===== src/rtl/pipe_ctrl_gen.sv =====
// Pipeline stall/flush controller: turns per-stage stall requests and the final
// exception type into a stall vector, a registered multi-cycle flush and a redirect PC.
module pipe_ctrl_gen #(
    parameter int               NUM_STAGES = 6,
    parameter int               EXC_W      = 32,
    parameter int               FLUSH_CYC  = 1,
    parameter int               VEC_MODE   = 0,
    parameter logic [31:0]      RESET_VEC  = 32'hBFC0_0000,
    parameter logic [EXC_W-1:0] ERET_CODE  = EXC_W'('hE),
    parameter logic [EXC_W-1:0] INT_CODE   = EXC_W'('h1),
    parameter logic [EXC_W-1:0] TLBL_CODE  = EXC_W'('h2),
    parameter logic [EXC_W-1:0] TLBS_CODE  = EXC_W'('h3),
    parameter int               CNT_W      = 32,
    parameter int               MAX_STALL  = 1024
) (
    input  logic                  clk,
    input  logic                  rst,
    input  logic [NUM_STAGES-1:0] stallreq,
    input  logic [EXC_W-1:0]      exc_type,
    input  logic [31:0]           cp0_epc,
    input  logic [31:0]           ebase,
    input  logic [31:0]           status,
    input  logic [31:0]           cause,
    output logic [NUM_STAGES-1:0] stall,
    output logic                  flush,
    output logic [31:0]           new_pc,
    output logic                  busy,
    output logic [CNT_W-1:0]      stall_cnt,
    output logic                  stall_timeout
);

    localparam int FC_W  = (FLUSH_CYC > 1) ? $clog2(FLUSH_CYC) : 1;
    localparam int RUN_W = $clog2(MAX_STALL + 1);
    localparam logic [FC_W-1:0]       FC_LAST  = FC_W'(FLUSH_CYC - 1);
    localparam logic [RUN_W-1:0]      RUN_MAX  = RUN_W'(MAX_STALL);
    localparam logic [RUN_W-1:0]      RUN_LAST = RUN_W'(MAX_STALL - 1);
    localparam logic [NUM_STAGES-1:0] PC_ONLY  = NUM_STAGES'(1);

    typedef enum logic [1:0] {IDLE, FLUSH, RECOVER} state_t;

    state_t            state_reg, state_next;
    logic [FC_W-1:0]   fcnt_reg, fcnt_next;
    logic              flush_reg;
    logic [31:0]       new_pc_reg;
    logic [CNT_W-1:0]  stall_cnt_reg;
    logic [RUN_W-1:0]  run_reg;
    logic              timeout_reg;
    logic              load_pc;
    logic              exc_valid;
    logic [31:0]       vec_pc;
    logic [NUM_STAGES-1:0] stall_mask;
    logic [NUM_STAGES-1:0] stall_next;
    logic              unused_bits;

    assign exc_valid   = (exc_type != '0);
    assign unused_bits = ^{status[31:23], status[21:2], status[0], cause[31:24], cause[22:0]};

    // Stage gi stalls when any stage at or after it requests a stall.
    genvar gi;
    generate
        for (gi = 0; gi < NUM_STAGES; gi++) begin : g_mask
            assign stall_mask[gi] = |stallreq[NUM_STAGES-1:gi];
        end
    endgenerate

    always_comb begin
        stall_next = '0;
        if (state_reg == IDLE && !exc_valid) begin
            if (stallreq == PC_ONLY)
                stall_next = '1;
            else
                stall_next = stall_mask;
        end
    end

    // Fixed vectors: TLB refill/other/INT all offset from a BEV-selected base.
    always_comb begin
        logic [31:0] base;
        base   = status[22] ? 32'hBFC0_0200 : 32'h8000_0000;
        vec_pc = ebase;
        if (exc_type == ERET_CODE) begin
            vec_pc = cp0_epc;
        end else if (VEC_MODE == 1) begin
            if (exc_type == TLBL_CODE || exc_type == TLBS_CODE)
                vec_pc = base + (status[1] ? 32'h180 : 32'h0);
            else if (exc_type == INT_CODE)
                vec_pc = base + (cause[23] ? 32'h200 : 32'h180);
            else
                vec_pc = base + 32'h180;
        end
    end

    always_comb begin
        state_next = state_reg;
        fcnt_next  = fcnt_reg;
        load_pc    = 1'b0;
        case (state_reg)
            IDLE: begin
                if (exc_valid) begin
                    state_next = FLUSH;
                    fcnt_next  = '0;
                    load_pc    = 1'b1;
                end
            end
            FLUSH: begin
                if (fcnt_reg == FC_LAST)
                    state_next = RECOVER;
                else
                    fcnt_next = fcnt_reg + 1'b1;
            end
            RECOVER: state_next = IDLE;
            default: state_next = IDLE;
        endcase
    end

    always_ff @(posedge clk) begin
        if (rst) begin
            state_reg     <= IDLE;
            fcnt_reg      <= '0;
            flush_reg     <= 1'b0;
            new_pc_reg    <= RESET_VEC;
            stall_cnt_reg <= '0;
            run_reg       <= '0;
            timeout_reg   <= 1'b0;
        end else begin
            state_reg <= state_next;
            fcnt_reg  <= fcnt_next;
            flush_reg <= (state_next == FLUSH);
            if (load_pc)
                new_pc_reg <= vec_pc;
            if (stall_next != '0 && stall_cnt_reg != '1)
                stall_cnt_reg <= stall_cnt_reg + 1'b1;
            // Run length saturates at the limit; the timeout flag is sticky.
            if (stall_next != '0) begin
                if (run_reg != RUN_MAX)
                    run_reg <= run_reg + 1'b1;
                if (run_reg == RUN_LAST)
                    timeout_reg <= 1'b1;
            end else begin
                run_reg <= '0;
            end
        end
    end

    assign stall         = stall_next;
    assign flush         = flush_reg;
    assign new_pc        = new_pc_reg;
    assign busy          = (state_reg != IDLE);
    assign stall_cnt     = stall_cnt_reg;
    assign stall_timeout = timeout_reg;

endmodule


===== config.mk =====
export PLATFORM = sky130hd
export DESIGN_NAME = pipe_ctrl_gen
export DESIGN_NICKNAME = d
export VERILOG_FILES = /design/src/rtl/pipe_ctrl_gen.sv
export SDC_FILE = /design/constraint.sdc
export NUM_CORES = 1
export LEC_CHECK = 0
export CAP_MARGIN = 20
export CORE_ASPECT_RATIO = 1.1
export CORE_MARGIN = 2
export CORE_UTILIZATION = 40
export DETAILED_ROUTE_END_ITERATION = 7
export PLACE_DENSITY = 0.9
export SYNTH_ARGS = -nofsm -noshare
export SYNTH_HDL_FRONTEND = slang
export SYNTH_SLANG_ARGS = --single-unit

===== constraint.sdc =====
create_clock -name clk -period 6.8 [get_ports clk]
set_clock_uncertainty 0.1 [all_clocks]
set_input_delay 1.36 -clock clk [delete_from_list [all_inputs] [get_ports clk]]
set_output_delay 1.36 -clock clk [all_outputs]
set_load 0.005 [all_outputs]

==> impl_metrics.json <==
{
  "drt_iter0_markers": 253,
  "max_slew_margin_pct": 32.2,
  "worstPathRequired_ns": 5.34,
  "dp.cells": 707,
  "setup_viol": 0,
  "cts_hold_buf": 0,
  "io_pins": 241,
  "switching_share_pct": 24.3,
  "fin_hold_ws_ns": 0.351,
  "tightest_slew_ns": 1.02,
  "grt_max_degree": 70,
  "ys_warn_count": 0,
  "via_per_inst": 5.79,
  "max_freq_ghz": 0.181,
  "cts_max_path_buffers": 2,
  "synth_edf_count": 0,
  "synthFlopType": "dfxtp_1",
  "worstSkewPairLatency_ns": 0.34,
  "power.switching_mw": 0.235,
  "hpwl_mm": 8.87,
  "dieHeight_um": 106,
  "dpl_cell_area_um2": 5620,
  "syn_to_final_growth_pct": 54.1,
  "grt_overflow_total": 0,
  "cts_tree": "built",
  "cts_setup_buffers": 0,
  "track_usage_pct": 22.9,
  "drt_first_pass_iters": 4,
  "critical_path_peak_fanout": 24,
  "timing_worst_setup_path_type": "in2out",
  "routed_wl_mm": 12.1,
  "syn_avg_cell_area_um2": 8.62,
  "clock_sinks": 79,
  "end_kind": "primary output",
  "power_per_cell_area_nw_per_um2": 166,
  "p_int_mw": 0.731,
  "drive_above_1_share_pct": 6.40,
  "syn_nets": 610,
  "hold_path_class": "reg2reg",
  "crit_path_start_kind": "input pin",
  "drv_slew": 0,
  "coreArea_um2": 9310,
  "root_buffer": "clkbuf_8",
  "fin_cells": 726,
  "ant_nets": 0,
  "ir_drop_v": 0.0000778,
  "grt_pass1_wl_mm": 19.5,
  "power_frac_seq_pct": 51.1,
  "power.leakage_nw": 1.93,
  "max_cap_viol_count": 0,
  "report.final.hold_viol_count": 0,
  "portBuffers": 176,
  "cp.arrival_ns": 4.06,
  "die_w_um": 96.8,
  "postCtsResizedCells": 0,
  "grt_setup_unrepaired": "no",
  "initial_core_util_pct": 40.7,
  "tns_ns": 0,
  "cts_max_level": 3,
  "synthArstFlopShare_pct": 0,
  "combPwrFrac_pct": 17.2,
  "finalCritPeriodShare_pct": 81.2,
  "synth-seq-area-share_pct": 41.8,
  "layout_min_cycle_time_ns": 5.52,
  "nets": 775,
  "status": "complete, no violations",
  "route.vias.total": 4204,
  "synth_seq_cells": 79,
  "wl_per_cell_um": 16.6,
  "total_power_mw": 0.966,
  "diodes": 0,
  "syn_area_um2": 3790,
  "die_area_um2": 10300,
  "core.rowCount": 37,
  "finalWeightedCongestion": 0.860,
  "clkPwrFrac_pct": 31.7,
  "synthCells": 439,
  "clk_pin_slew_ns": 0.08,
  "grt_antenna_before_repair": 0,
  "cts_made_buffers": 9,
  "fillCellCount": 791,
  "finish.instance_area_um2": 5830,
  "grt_pass1_vias": 4119,
  "yosysUniqueCellTypes": 45,
  "drc": 0
}
==> synth_stat cells (2+ instances only) <==
| cell type | n | area, µm² |
|---|---|---|
| nor4_1 | 12 | 75.1 |
| nand4_1 | 10 | 62.6 |
| mux2_2 | 5 | 56.3 |
| xnor2_1 | 5 | 43.8 |
| or2_2 | 2 | 12.5 |
| a221oi_1 | 23 | 201 |
| buf_2 | 2 | 10.0 |
| clkbuf_1 | 26 | 97.6 |
| o21a_1 | 3 | 22.5 |
| and3_1 | 3 | 18.8 |
| nor3b_1 | 5 | 37.5 |
| o21ai_0 | 3 | 15.0 |
| or3_1 | 7 | 43.8 |
| mux2_1 | 3 | 33.8 |
| a21oi_1 | 25 | 125 |
| dfxtp_1 | 79 | 1580 |
| o22ai_1 | 32 | 200 |
| nor2b_1 | 7 | 43.8 |
| or4_1 | 24 | 180 |
| and4_1 | 2 | 17.5 |
| o31ai_1 | 22 | 165 |
| ha_1 | 3 | 37.5 |
| xor2_1 | 4 | 35.0 |
| and2_1 | 2 | 12.5 |
| inv_1 | 32 | 120 |
| a211oi_1 | 3 | 22.5 |
| nand4_2 | 2 | 25.0 |
| a2bb2oi_1 | 9 | 78.8 |
| nand3_1 | 16 | 80.1 |
| nor3_1 | 10 | 50.1 |
| nand2_1 | 16 | 60.1 |
| nor2_1 | 29 | 109 |
==> critical path, stage by stage <==
cell and delay, ns:
clkdlybuf4s50_1 0.42, nor4_1 0.31, nand4_1 0.38, or3_1 0.70
buf_4 0.32, inv_1 0.07, clkdlybuf4s50_1 0.49
==> power groups by stage <==
stage	clock, mW	combinational, mW	sequential (mW)
after detailed placement	0	0.166	0.505
after floorplan	0	0.0465	0.506
final	0.306	0.166	0.494
after CTS	0.317	0.167	0.494
after global placement	0	0.163	0.503
after global routing	0.340	0.178	0.497
==> layout make-up <==
| cell class | count | area, µm² | share of cell area (%) |
|---|---|---|---|
| Multi-Input combinational cell | 299 | 1990 | 34.1 |
| Timing Repair Buffer | 183 | 1820 | 31.3 |
| Sequential cell | 79 | 1580 | 27.1 |
| Tap cell | 117 | 146 | 2.51 |
| Clock buffer | 10 | 138 | 2.36 |
| Inverter | 32 | 120 | 2.06 |
| Clock inverter | 6 | 36.3 | 0.622 |
==> kinds of logic (layout without fill, tap and decap cells) <==
family          Yosys count  in the layout  synth area share [%]
compound gates          125            125                  23.1
flops                    79             79                  41.8
fa+ha+maj                 3              3                 0.992
simple gates            154            154                  23.4
mux                       8              8                  2.38
buf+inv                  61            231                  6.31
xor+xnor                  9              9                  2.08
==> stage by stage <==
stage,setup slack (ns),utilization [%]
5_1_grt,1.06,62.7
4_1_cts,1.25,62.3
3_5_place_dp,1.27,60.4
6_report,1.28,62.7
2_1_floorplan,2.45,-
3_3_place_gp,1.28,60.4
==> layout by cell type, fill, tap and decap left out, types with 3 or more instances in the layout <==
master / Yosys / layout
a21oi_1: 25 / 25
a221oi_1: 23 / 23
a2bb2oi_1: 9 / 9
and3_1: 3 / 3
buf_4: 0 / 4
clkbuf_8: 0 / 10
clkdlybuf4s50_1: 0 / 175
clkinv_2: 0 / 4
dfxtp_1: 79 / 79
ha_1: 3 / 3
inv_1: 32 / 32
mux2_1: 3 / 3
mux2_2: 5 / 5
nand2_1: 16 / 16
nand3_1: 16 / 16
nand4_1: 10 / 10
nor2_1: 29 / 29
nor2b_1: 7 / 7
nor3_1: 10 / 9
nor3b_1: 5 / 5
nor4_1: 12 / 12
o21a_1: 3 / 3
o21ai_0: 3 / 3
o22ai_1: 32 / 32
o31ai_1: 22 / 21
or3_1: 7 / 7
or4_1: 24 / 24
xnor2_1: 5 / 5
xor2_1: 4 / 4
==> final timing paths <==
path | from | to | depth (start not counted) | slack, ns
worst max-delay path | exc_type[20] | stall[1] | 7 | 1.28
worst min-delay path | stall_timeout | stall_timeout | 2 | 0.35
worst max register to register | stall_cnt[0] | stall_cnt[20] | 6 | 3.80
worst min register to register | stall_timeout | stall_timeout | 2 | 0.35
==> per-layer routing <==
| layer | part of all wire (%) | up-vias | wire length (µm) | GRT usage (%) |
|---|---|---|---|---|
| met5 | 0 | - | 0 | 0 |
| met4 | 2.1 | 0 | 256 | 8.25 |
| met3 | 6.4 | 25 | 771 | 5.46 |
| li1 | - | 2014 | - | - |
| met1 | 39 | 2002 | 4760 | 25.4 |
| met2 | 52 | 163 | 6270 | 42.5 |
No activity file was read; power rests on OpenSTA's default activity.
